File: src/rtl/pipe_pkg.sv
// pipe_pkg: shared definitions for the execute stage of the 5-stage pipeline.
//   - ALU operation codes carried in ID_EX_ALUOp
//   - forwarding-unit select codes for ForwardA/ForwardB
//   - state encoding of the sequential multiplier
//   - default datapath width
package pipe_pkg;

  localparam int DEFAULT_DATA_W = 32;

  localparam logic [3:0] ALU_ADD  = 4'h0;
  localparam logic [3:0] ALU_SUB  = 4'h1;
  localparam logic [3:0] ALU_AND  = 4'h2;
  localparam logic [3:0] ALU_OR   = 4'h3;
  localparam logic [3:0] ALU_XOR  = 4'h4;
  localparam logic [3:0] ALU_NOR  = 4'h5;
  localparam logic [3:0] ALU_SLT  = 4'h6;
  localparam logic [3:0] ALU_SLTU = 4'h7;
  localparam logic [3:0] ALU_SLL  = 4'h8;
  localparam logic [3:0] ALU_SRL  = 4'h9;
  localparam logic [3:0] ALU_SRA  = 4'hA;
  localparam logic [3:0] ALU_LUI  = 4'hB;
  localparam logic [3:0] ALU_MUL  = 4'hC;

  localparam logic [1:0] FWD_NONE = 2'b00;
  localparam logic [1:0] FWD_WB   = 2'b01;
  localparam logic [1:0] FWD_MEM  = 2'b10;

  typedef enum logic [1:0] {
    IDLE,
    BUSY,
    DONE
  } mul_state_e;

endpackage

File: src/rtl/ex_stage_seq_multiplier.sv
// seq_multiplier: iterative shift-add multiplier used by the execute stage.
// Retires MUL_BITS_PER_CYCLE multiplier bits per clock; MUL_BITS_PER_CYCLE
// must divide DATA_W.
// Ports:
//   clk, rst_n   clock, asynchronous active-low reset
//   flush        abandon any operation in progress, return to IDLE
//   start        a valid MUL sits in EX (only sampled in IDLE)
//   op_a, op_b   forwarded operands, captured once on the start edge
//   stall        front-end hold request (combinational in the start cycle)
//   busy         operation in progress (BUSY state)
//   done         product is ready this cycle (DONE state)
//   product      low DATA_W bits of op_a*op_b, valid while done=1
module seq_multiplier
  import pipe_pkg::*;
#(
  parameter int DATA_W             = DEFAULT_DATA_W,
  parameter int MUL_BITS_PER_CYCLE = 1
) (
  input  logic              clk,
  input  logic              rst_n,
  input  logic              flush,
  input  logic              start,
  input  logic [DATA_W-1:0] op_a,
  input  logic [DATA_W-1:0] op_b,
  output logic              stall,
  output logic              busy,
  output logic              done,
  output logic [DATA_W-1:0] product
);

  localparam int MUL_CYCLES = DATA_W / MUL_BITS_PER_CYCLE;
  localparam int CNT_W      = $clog2(MUL_CYCLES + 1);

  mul_state_e        state_q, state_d;
  logic [CNT_W-1:0]  count_q, count_d;
  logic [DATA_W-1:0] mcand_q, mcand_d;
  logic [DATA_W-1:0] mplier_q, mplier_d;
  logic [DATA_W-1:0] acc_q, acc_d;

  always_comb begin
    state_d  = state_q;
    count_d  = count_q;
    mcand_d  = mcand_q;
    mplier_d = mplier_q;
    acc_d    = acc_q;
    case (state_q)
      IDLE: begin
        if (start) begin
          mcand_d  = op_a;
          mplier_d = op_b;
          acc_d    = '0;
          count_d  = CNT_W'(MUL_CYCLES);
          state_d  = BUSY;
        end
      end
      BUSY: begin
        // Partial product of the low multiplier chunk; the multiplicand
        // moves up by the same amount so the next chunk lines up.
        acc_d    = acc_q + mcand_q * DATA_W'(mplier_q[MUL_BITS_PER_CYCLE-1:0]);
        mcand_d  = mcand_q << MUL_BITS_PER_CYCLE;
        mplier_d = mplier_q >> MUL_BITS_PER_CYCLE;
        count_d  = count_q - CNT_W'(1);
        if (count_q == CNT_W'(1)) begin
          state_d = DONE;
        end
      end
      DONE:    state_d = IDLE;
      default: state_d = IDLE;
    endcase
    if (flush) begin
      state_d = IDLE;
    end
  end

  always_ff @(posedge clk or negedge rst_n) begin
    if (!rst_n) begin
      state_q  <= IDLE;
      count_q  <= '0;
      mcand_q  <= '0;
      mplier_q <= '0;
      acc_q    <= '0;
    end else begin
      state_q  <= state_d;
      count_q  <= count_d;
      mcand_q  <= mcand_d;
      mplier_q <= mplier_d;
      acc_q    <= acc_d;
    end
  end

  // Stall is gated by rst_n so a MUL waiting in ID/EX cannot hold the
  // front end while the pipeline is in reset.
  assign stall   = rst_n && !flush && (((state_q == IDLE) && start) || (state_q == BUSY));
  assign busy    = (state_q == BUSY);
  assign done    = (state_q == DONE);
  assign product = acc_q;

endmodule

File: src/rtl/ex_stage.sv
// ex_stage: execute stage of the 5-stage pipeline.
// Selects forwarded ALU operands, computes single-cycle ALU results or runs
// the sequential multiplier, and owns the EX/MEM pipeline register.
// Ports:
//   clk, rst_n           clock, asynchronous active-low reset
//   Flush                kill the instruction in EX (highest priority)
//   ID_EX_*              instruction fields and controls from ID/EX
//   ForwardA/ForwardB    operand selects from the forwarding unit
//   WB_WriteData         write-back value from MEM/WB
//   EX_Stall             hold PC, IF/ID and ID/EX during a multiply
//   EX_MEM_*             registered result, store data, Rd and controls
module ex_stage
  import pipe_pkg::*;
#(
  parameter int DATA_W             = DEFAULT_DATA_W,
  parameter int MUL_BITS_PER_CYCLE = 1
) (
  input  logic              clk,
  input  logic              rst_n,
  input  logic              Flush,
  input  logic              ID_EX_Valid,
  input  logic [DATA_W-1:0] ID_EX_ReadData1,
  input  logic [DATA_W-1:0] ID_EX_ReadData2,
  input  logic [DATA_W-1:0] ID_EX_Imm,
  input  logic              ID_EX_ALUSrc,
  input  logic [3:0]        ID_EX_ALUOp,
  input  logic [4:0]        ID_EX_RegisterRd,
  input  logic              ID_EX_RegWrite,
  input  logic              ID_EX_MemRead,
  input  logic              ID_EX_MemWrite,
  input  logic              ID_EX_MemtoReg,
  input  logic [1:0]        ForwardA,
  input  logic [1:0]        ForwardB,
  input  logic [DATA_W-1:0] WB_WriteData,
  output logic              EX_Stall,
  output logic [DATA_W-1:0] EX_MEM_ALUResult,
  output logic [DATA_W-1:0] EX_MEM_WriteData,
  output logic [4:0]        EX_MEM_RegisterRd,
  output logic              EX_MEM_RegWrite,
  output logic              EX_MEM_MemRead,
  output logic              EX_MEM_MemWrite,
  output logic              EX_MEM_MemtoReg
);

  logic [DATA_W-1:0] fwd_a, fwd_b, op_b, alu_result, mul_product;
  logic              mul_start, mul_busy, mul_done, load_alu, load_mul;

  logic [DATA_W-1:0] alu_result_q, alu_result_d;
  logic [DATA_W-1:0] write_data_q, write_data_d;
  logic [4:0]        rd_q, rd_d;
  logic              reg_write_q, reg_write_d;
  logic              mem_read_q, mem_read_d;
  logic              mem_write_q, mem_write_d;
  logic              mem_to_reg_q, mem_to_reg_d;

  // Select code 11 falls through to the ID/EX value.
  always_comb begin
    fwd_a = ID_EX_ReadData1;
    fwd_b = ID_EX_ReadData2;
    case (ForwardA)
      FWD_MEM: fwd_a = alu_result_q;
      FWD_WB:  fwd_a = WB_WriteData;
      default: ;
    endcase
    case (ForwardB)
      FWD_MEM: fwd_b = alu_result_q;
      FWD_WB:  fwd_b = WB_WriteData;
      default: ;
    endcase
  end

  assign op_b = ID_EX_ALUSrc ? ID_EX_Imm : fwd_b;

  always_comb begin
    alu_result = '0;
    case (ID_EX_ALUOp)
      ALU_ADD:  alu_result = fwd_a + op_b;
      ALU_SUB:  alu_result = fwd_a - op_b;
      ALU_AND:  alu_result = fwd_a & op_b;
      ALU_OR:   alu_result = fwd_a | op_b;
      ALU_XOR:  alu_result = fwd_a ^ op_b;
      ALU_NOR:  alu_result = ~(fwd_a | op_b);
      ALU_SLT:  alu_result = {{(DATA_W-1){1'b0}}, ($signed(fwd_a) < $signed(op_b))};
      ALU_SLTU: alu_result = {{(DATA_W-1){1'b0}}, (fwd_a < op_b)};
      ALU_SLL:  alu_result = fwd_a << op_b[4:0];
      ALU_SRL:  alu_result = fwd_a >> op_b[4:0];
      ALU_SRA:  alu_result = $signed(fwd_a) >>> op_b[4:0];
      ALU_LUI:  alu_result = DATA_W'({op_b[15:0], 16'h0000});
      default:  alu_result = '0;
    endcase
  end

  assign mul_start = ID_EX_Valid && (ID_EX_ALUOp == ALU_MUL);

  seq_multiplier #(
    .DATA_W             (DATA_W),
    .MUL_BITS_PER_CYCLE (MUL_BITS_PER_CYCLE)
  ) u_mul (
    .clk     (clk),
    .rst_n   (rst_n),
    .flush   (Flush),
    .start   (mul_start),
    .op_a    (fwd_a),
    .op_b    (op_b),
    .stall   (EX_Stall),
    .busy    (mul_busy),
    .done    (mul_done),
    .product (mul_product)
  );

  // Anything that is not a finished MUL or a valid single-cycle op in an idle
  // multiplier loads a bubble; bubble data fields keep their old value.
  assign load_mul = !Flush && mul_done;
  assign load_alu = !Flush && ID_EX_Valid && !mul_busy && !mul_done &&
                    (ID_EX_ALUOp != ALU_MUL);

  always_comb begin
    alu_result_d = alu_result_q;
    write_data_d = write_data_q;
    rd_d         = '0;
    reg_write_d  = 1'b0;
    mem_read_d   = 1'b0;
    mem_write_d  = 1'b0;
    mem_to_reg_d = 1'b0;
    if (load_alu || load_mul) begin
      alu_result_d = load_mul ? mul_product : alu_result;
      write_data_d = fwd_b;
      rd_d         = ID_EX_RegisterRd;
      reg_write_d  = ID_EX_RegWrite;
      mem_read_d   = ID_EX_MemRead;
      mem_write_d  = ID_EX_MemWrite;
      mem_to_reg_d = ID_EX_MemtoReg;
    end
  end

  always_ff @(posedge clk or negedge rst_n) begin
    if (!rst_n) begin
      alu_result_q <= '0;
      write_data_q <= '0;
      rd_q         <= '0;
      reg_write_q  <= 1'b0;
      mem_read_q   <= 1'b0;
      mem_write_q  <= 1'b0;
      mem_to_reg_q <= 1'b0;
    end else begin
      alu_result_q <= alu_result_d;
      write_data_q <= write_data_d;
      rd_q         <= rd_d;
      reg_write_q  <= reg_write_d;
      mem_read_q   <= mem_read_d;
      mem_write_q  <= mem_write_d;
      mem_to_reg_q <= mem_to_reg_d;
    end
  end

  assign EX_MEM_ALUResult  = alu_result_q;
  assign EX_MEM_WriteData  = write_data_q;
  assign EX_MEM_RegisterRd = rd_q;
  assign EX_MEM_RegWrite   = reg_write_q;
  assign EX_MEM_MemRead    = mem_read_q;
  assign EX_MEM_MemWrite   = mem_write_q;
  assign EX_MEM_MemtoReg   = mem_to_reg_q;

endmodule

File: config.mk
export PLATFORM = sky130hd
export DESIGN_NAME = ex_stage
export DESIGN_NICKNAME = d
export VERILOG_FILES = /design/src/rtl/pipe_pkg.sv /design/src/rtl/ex_stage_seq_multiplier.sv /design/src/rtl/ex_stage.sv
export SDC_FILE = /design/constraint.sdc
export NUM_CORES = 1
export LEC_CHECK = 0
export CORE_ASPECT_RATIO = 1.2
export CORE_MARGIN = 3
export CORE_UTILIZATION = 30
export DETAILED_ROUTE_END_ITERATION = 12
export DONT_BUFFER_PORTS = 1
export MAX_ROUTING_LAYER = met4
export PLACE_DENSITY = 0.47
export SLEW_MARGIN = 0
export SYNTH_ARGS = -nofsm -noshare
export SYNTH_HDL_FRONTEND = slang
export SYNTH_SLANG_ARGS = --single-unit
File: constraint.sdc
create_clock -name clk -period 4 [get_ports clk]
set_input_delay 0.2 -clock clk [delete_from_list [all_inputs] [get_ports clk]]
set_output_delay 0.2 -clock clk [all_outputs]
set_load 0.01 [all_outputs]
==> results.md <==
* Status: finished, violations left
* Failing checks: negative hold slack, negative setup slack
* Unrepaired setup endpoints after global routing: yes
* Max VDD drop at 0.381 mV
* Initial antenna violation count at 0
* Synth top area share at 23.1%
* DR WL/cell at 27.4 um
* CP Launch Type: register
* Ys async rst share at 100%
* #FFs+latches synth at 177
* Root buffer cell: clkbuf_16
* Worst Tran Pin Value at 1090 ps
* Synth unique cells at 84
* Vias after detailed routing at 22200
* I/O Buffers at 0
* Slew Limit Headroom at 26.8%
* Final setup fails at 2
* Cell Pwr Density at 445 nW/um^2
* Worst r2r path cells at 15
* Most frequent cell after synthesis: o21ai_0
* Switching Fraction at 46.9%
* DIE AREA at 67100 um^2
* Commonest cells in the netlist: o21ai_0, nand2_1, nor2_1, a21oi_1, dfrtp_1
* Core region area at 63300 um^2
* Syn nets at 2903
* TritonCTS Buffers at 17
* P_sw at 5.13 mW
* Slew Viols, Final at 0
* Leakage dissipation at 10.9 nW
* Overall Power at 10.9 mW
* Register area share after synthesis at 23.1%
* Synthesized area at 19200 um^2
* Crit path max fanout at 4
* ANT nets after route at 0
* Share of cells above drive strength 1 at 21.6%
* Mapped Avg Cell Area at 7.36 um^2
* Area delta synth->final at 28.0%
* Drt pass-1 iters at 6
* EDFF count, synth at 0
* 1st-iter DRT viols at 1901
* Gr ovfl total at 0
* Vias in the first global route at 21800
* # rows at 101
* Clock skew at 19.7 ps
* Final #Nets at 3265
* Clk pwr share at 16.5%
* Global-route wire length before repair at 151000 um
* WP data required at 4380 ps
* FF-to-FF setup slack at -40 ps
* Synth top area cells: dfrtp_1, ha_1, o21ai_0
* Gpl congestion at 1.04
* Design internal power at 5.82 mW
* Maxcap violations at 0
* Hold WC Path Type: in2async
* Hold_buf cts at 27
* Vias per cell at 5.83
* Crit path kind: reg2reg
* DRC violations left at 0
* Chip height at 283 um
* Final instance area at 24600 um^2
* Antenna cells at 0
* Reg power frac at 27.4%
* Post-DP Area at 23300 um^2
* CTS tree: done
* Max clock buf depth at 2
* Placed cells at 3745
* Synth area leader: dfrtp_1
* Pre-CTS setup slack at -964 ps
* Post-Syn Instances at 2612
* Syn. warnings at 0
* Post-Route WL at 104000 um
* Sinks on the clock net at 177
* Largest net degree at the start of global routing at 179
* Fin cells at 3810
* GRT Total Usage at 30.9%
* DIE WIDTH at 237 um
* Period utilization at 101%
* Hold slack at -628 ps
* Clock slew at reported path FFs at 90 ps
* Setup TNS at -44.7 ps
* Top-level I/O count at 224
* Critical Path End Type: register
* Main synth FF type: dfrtp_1
* Logic pwr share at 56.1%
* CP arrival at 4420 ps
* Final min period at 4040 ps
* Initial Util at 30.3%
* Final core occ at 38.8%
* H-Tree Depth at 4
* Final WS setup at -40.3 ps
* Final Hold Vio Count at 177
* Worst-skew pair later-pin latency at 520 ps
* FMAX at 248 MHz
* Dpl hpwl at 82900 um
## layout by cell type (no fill, tap or decap), types with 64 or more instances in the layout
cell type and n:
o21ai_0 310, inv_1 124, dfrtp_1 175, mux2i_1 144, ha_1 135, a21oi_1 188, buf_4 496, nor2_1 239
nand2_1 325, nand3_1 64
## final cells by class
type / count / area, um^2
Sequential cell: 177 / 4430
Fill cell: 6665 / 38700
Timing Repair Buffer: 529 / 4090
Clock buffer: 19 / 443
Tap cell: 824 / 1030
Multi-Input combinational cell: 2122 / 14000
Clock inverter: 12 / 121
Inverter: 127 / 485
## cell families (layout without fill, tap and decap cells)
| family | count (synthesis) | in the layout | share of synthesized area [%] |
|---|---|---|---|
| multiplexers | 159 | 159 | 8.38 |
| flip-flops | 177 | 177 | 23.1 |
| XOR/XNOR | 48 | 48 | 2.19 |
| buffers and inverters | 313 | 687 | 6.71 |
| adder cells (fa/ha/maj) | 141 | 141 | 9.30 |
| AND/OR/NAND/NOR | 831 | 831 | 19.0 |
| AO/OA/AOI/OAI | 943 | 943 | 31.4 |
## timing repair
| action | 4_1_cts | 5_1_grt |
|---|---|---|
| hold endpoints to repair | 205 | 177 |
| setup endpoints to repair | 14 | 24 |
| pin swaps | 8 | 19 |
| buffers inserted | 4 | 4 |
| resized for setup | 21 | 65 |
## state kept, by name, indices dropped and copies added, names as in the netlist
name	count
u_mul.product	32
u_mul.mplier_q	32
EX_MEM_MemWrite	1
EX_MEM_RegisterRd	5
EX_MEM_MemRead	1
EX_MEM_RegWrite	1
EX_MEM_ALUResult	32
u_mul.mcand_q	32
EX_MEM_MemtoReg	1
u_mul.count_q	6
u_mul.state_q	2
EX_MEM_WriteData	32
## critical path, stage by stage (launching register included)
cell and delay (ps):
dfrtp_1 420, a221o_1 410, o211ai_4 310, inv_8 40, buf_6 120, ha_4 150, fa_2 350, nand2b_4 180
a2111oi_4 440, o21ai_2 140, a21oi_4 200, a221oi_2 70, a211o_1 330, o21ai_2 230, a2111oi_4 150, or3_4 370
## final timing paths
path / from / to
worst max register to register: EX_MEM_ALUResult[0] / EX_MEM_ALUResult[0]
worst min register to register: u_mul.mplier_q[30] / u_mul.mplier_q[29]
min in group clk: ID_EX_ReadData2[3] / EX_MEM_WriteData[3]
worst max-delay path: EX_MEM_ALUResult[0] / EX_MEM_ALUResult[0]
worst min-delay path: rst_n / u_mul.mplier_q[25]
max in group asynchronous: rst_n / EX_MEM_ALUResult[1]
## power groups by stage
stage / Clock [mW] / Combinational (mW) / Sequential, mW
floorplan: 0 / 3.44 / 2.70
global placement: 0 / 5.80 / 3.00
detailed placement: 0 / 5.83 / 3.01
CTS: 1.84 / 5.93 / 2.97
global route: 1.90 / 6.65 / 3.04
finish: 1.81 / 6.14 / 3.00
## metal layers
layer  vias to the layer above  global-route usage [%]  part of all wire, %  wire (um)
met3                       153                    4.20                  6.1       6380
met1                     10900                    40.9                   44      46300
met4                         0                    10.8                  3.7       3860
met2                       923                    48.1                   46      47700
met5                         -                       -                    0          0
li1                      10200                       -                    -          -
Note: power is estimated with default switching activity, not from simulation.
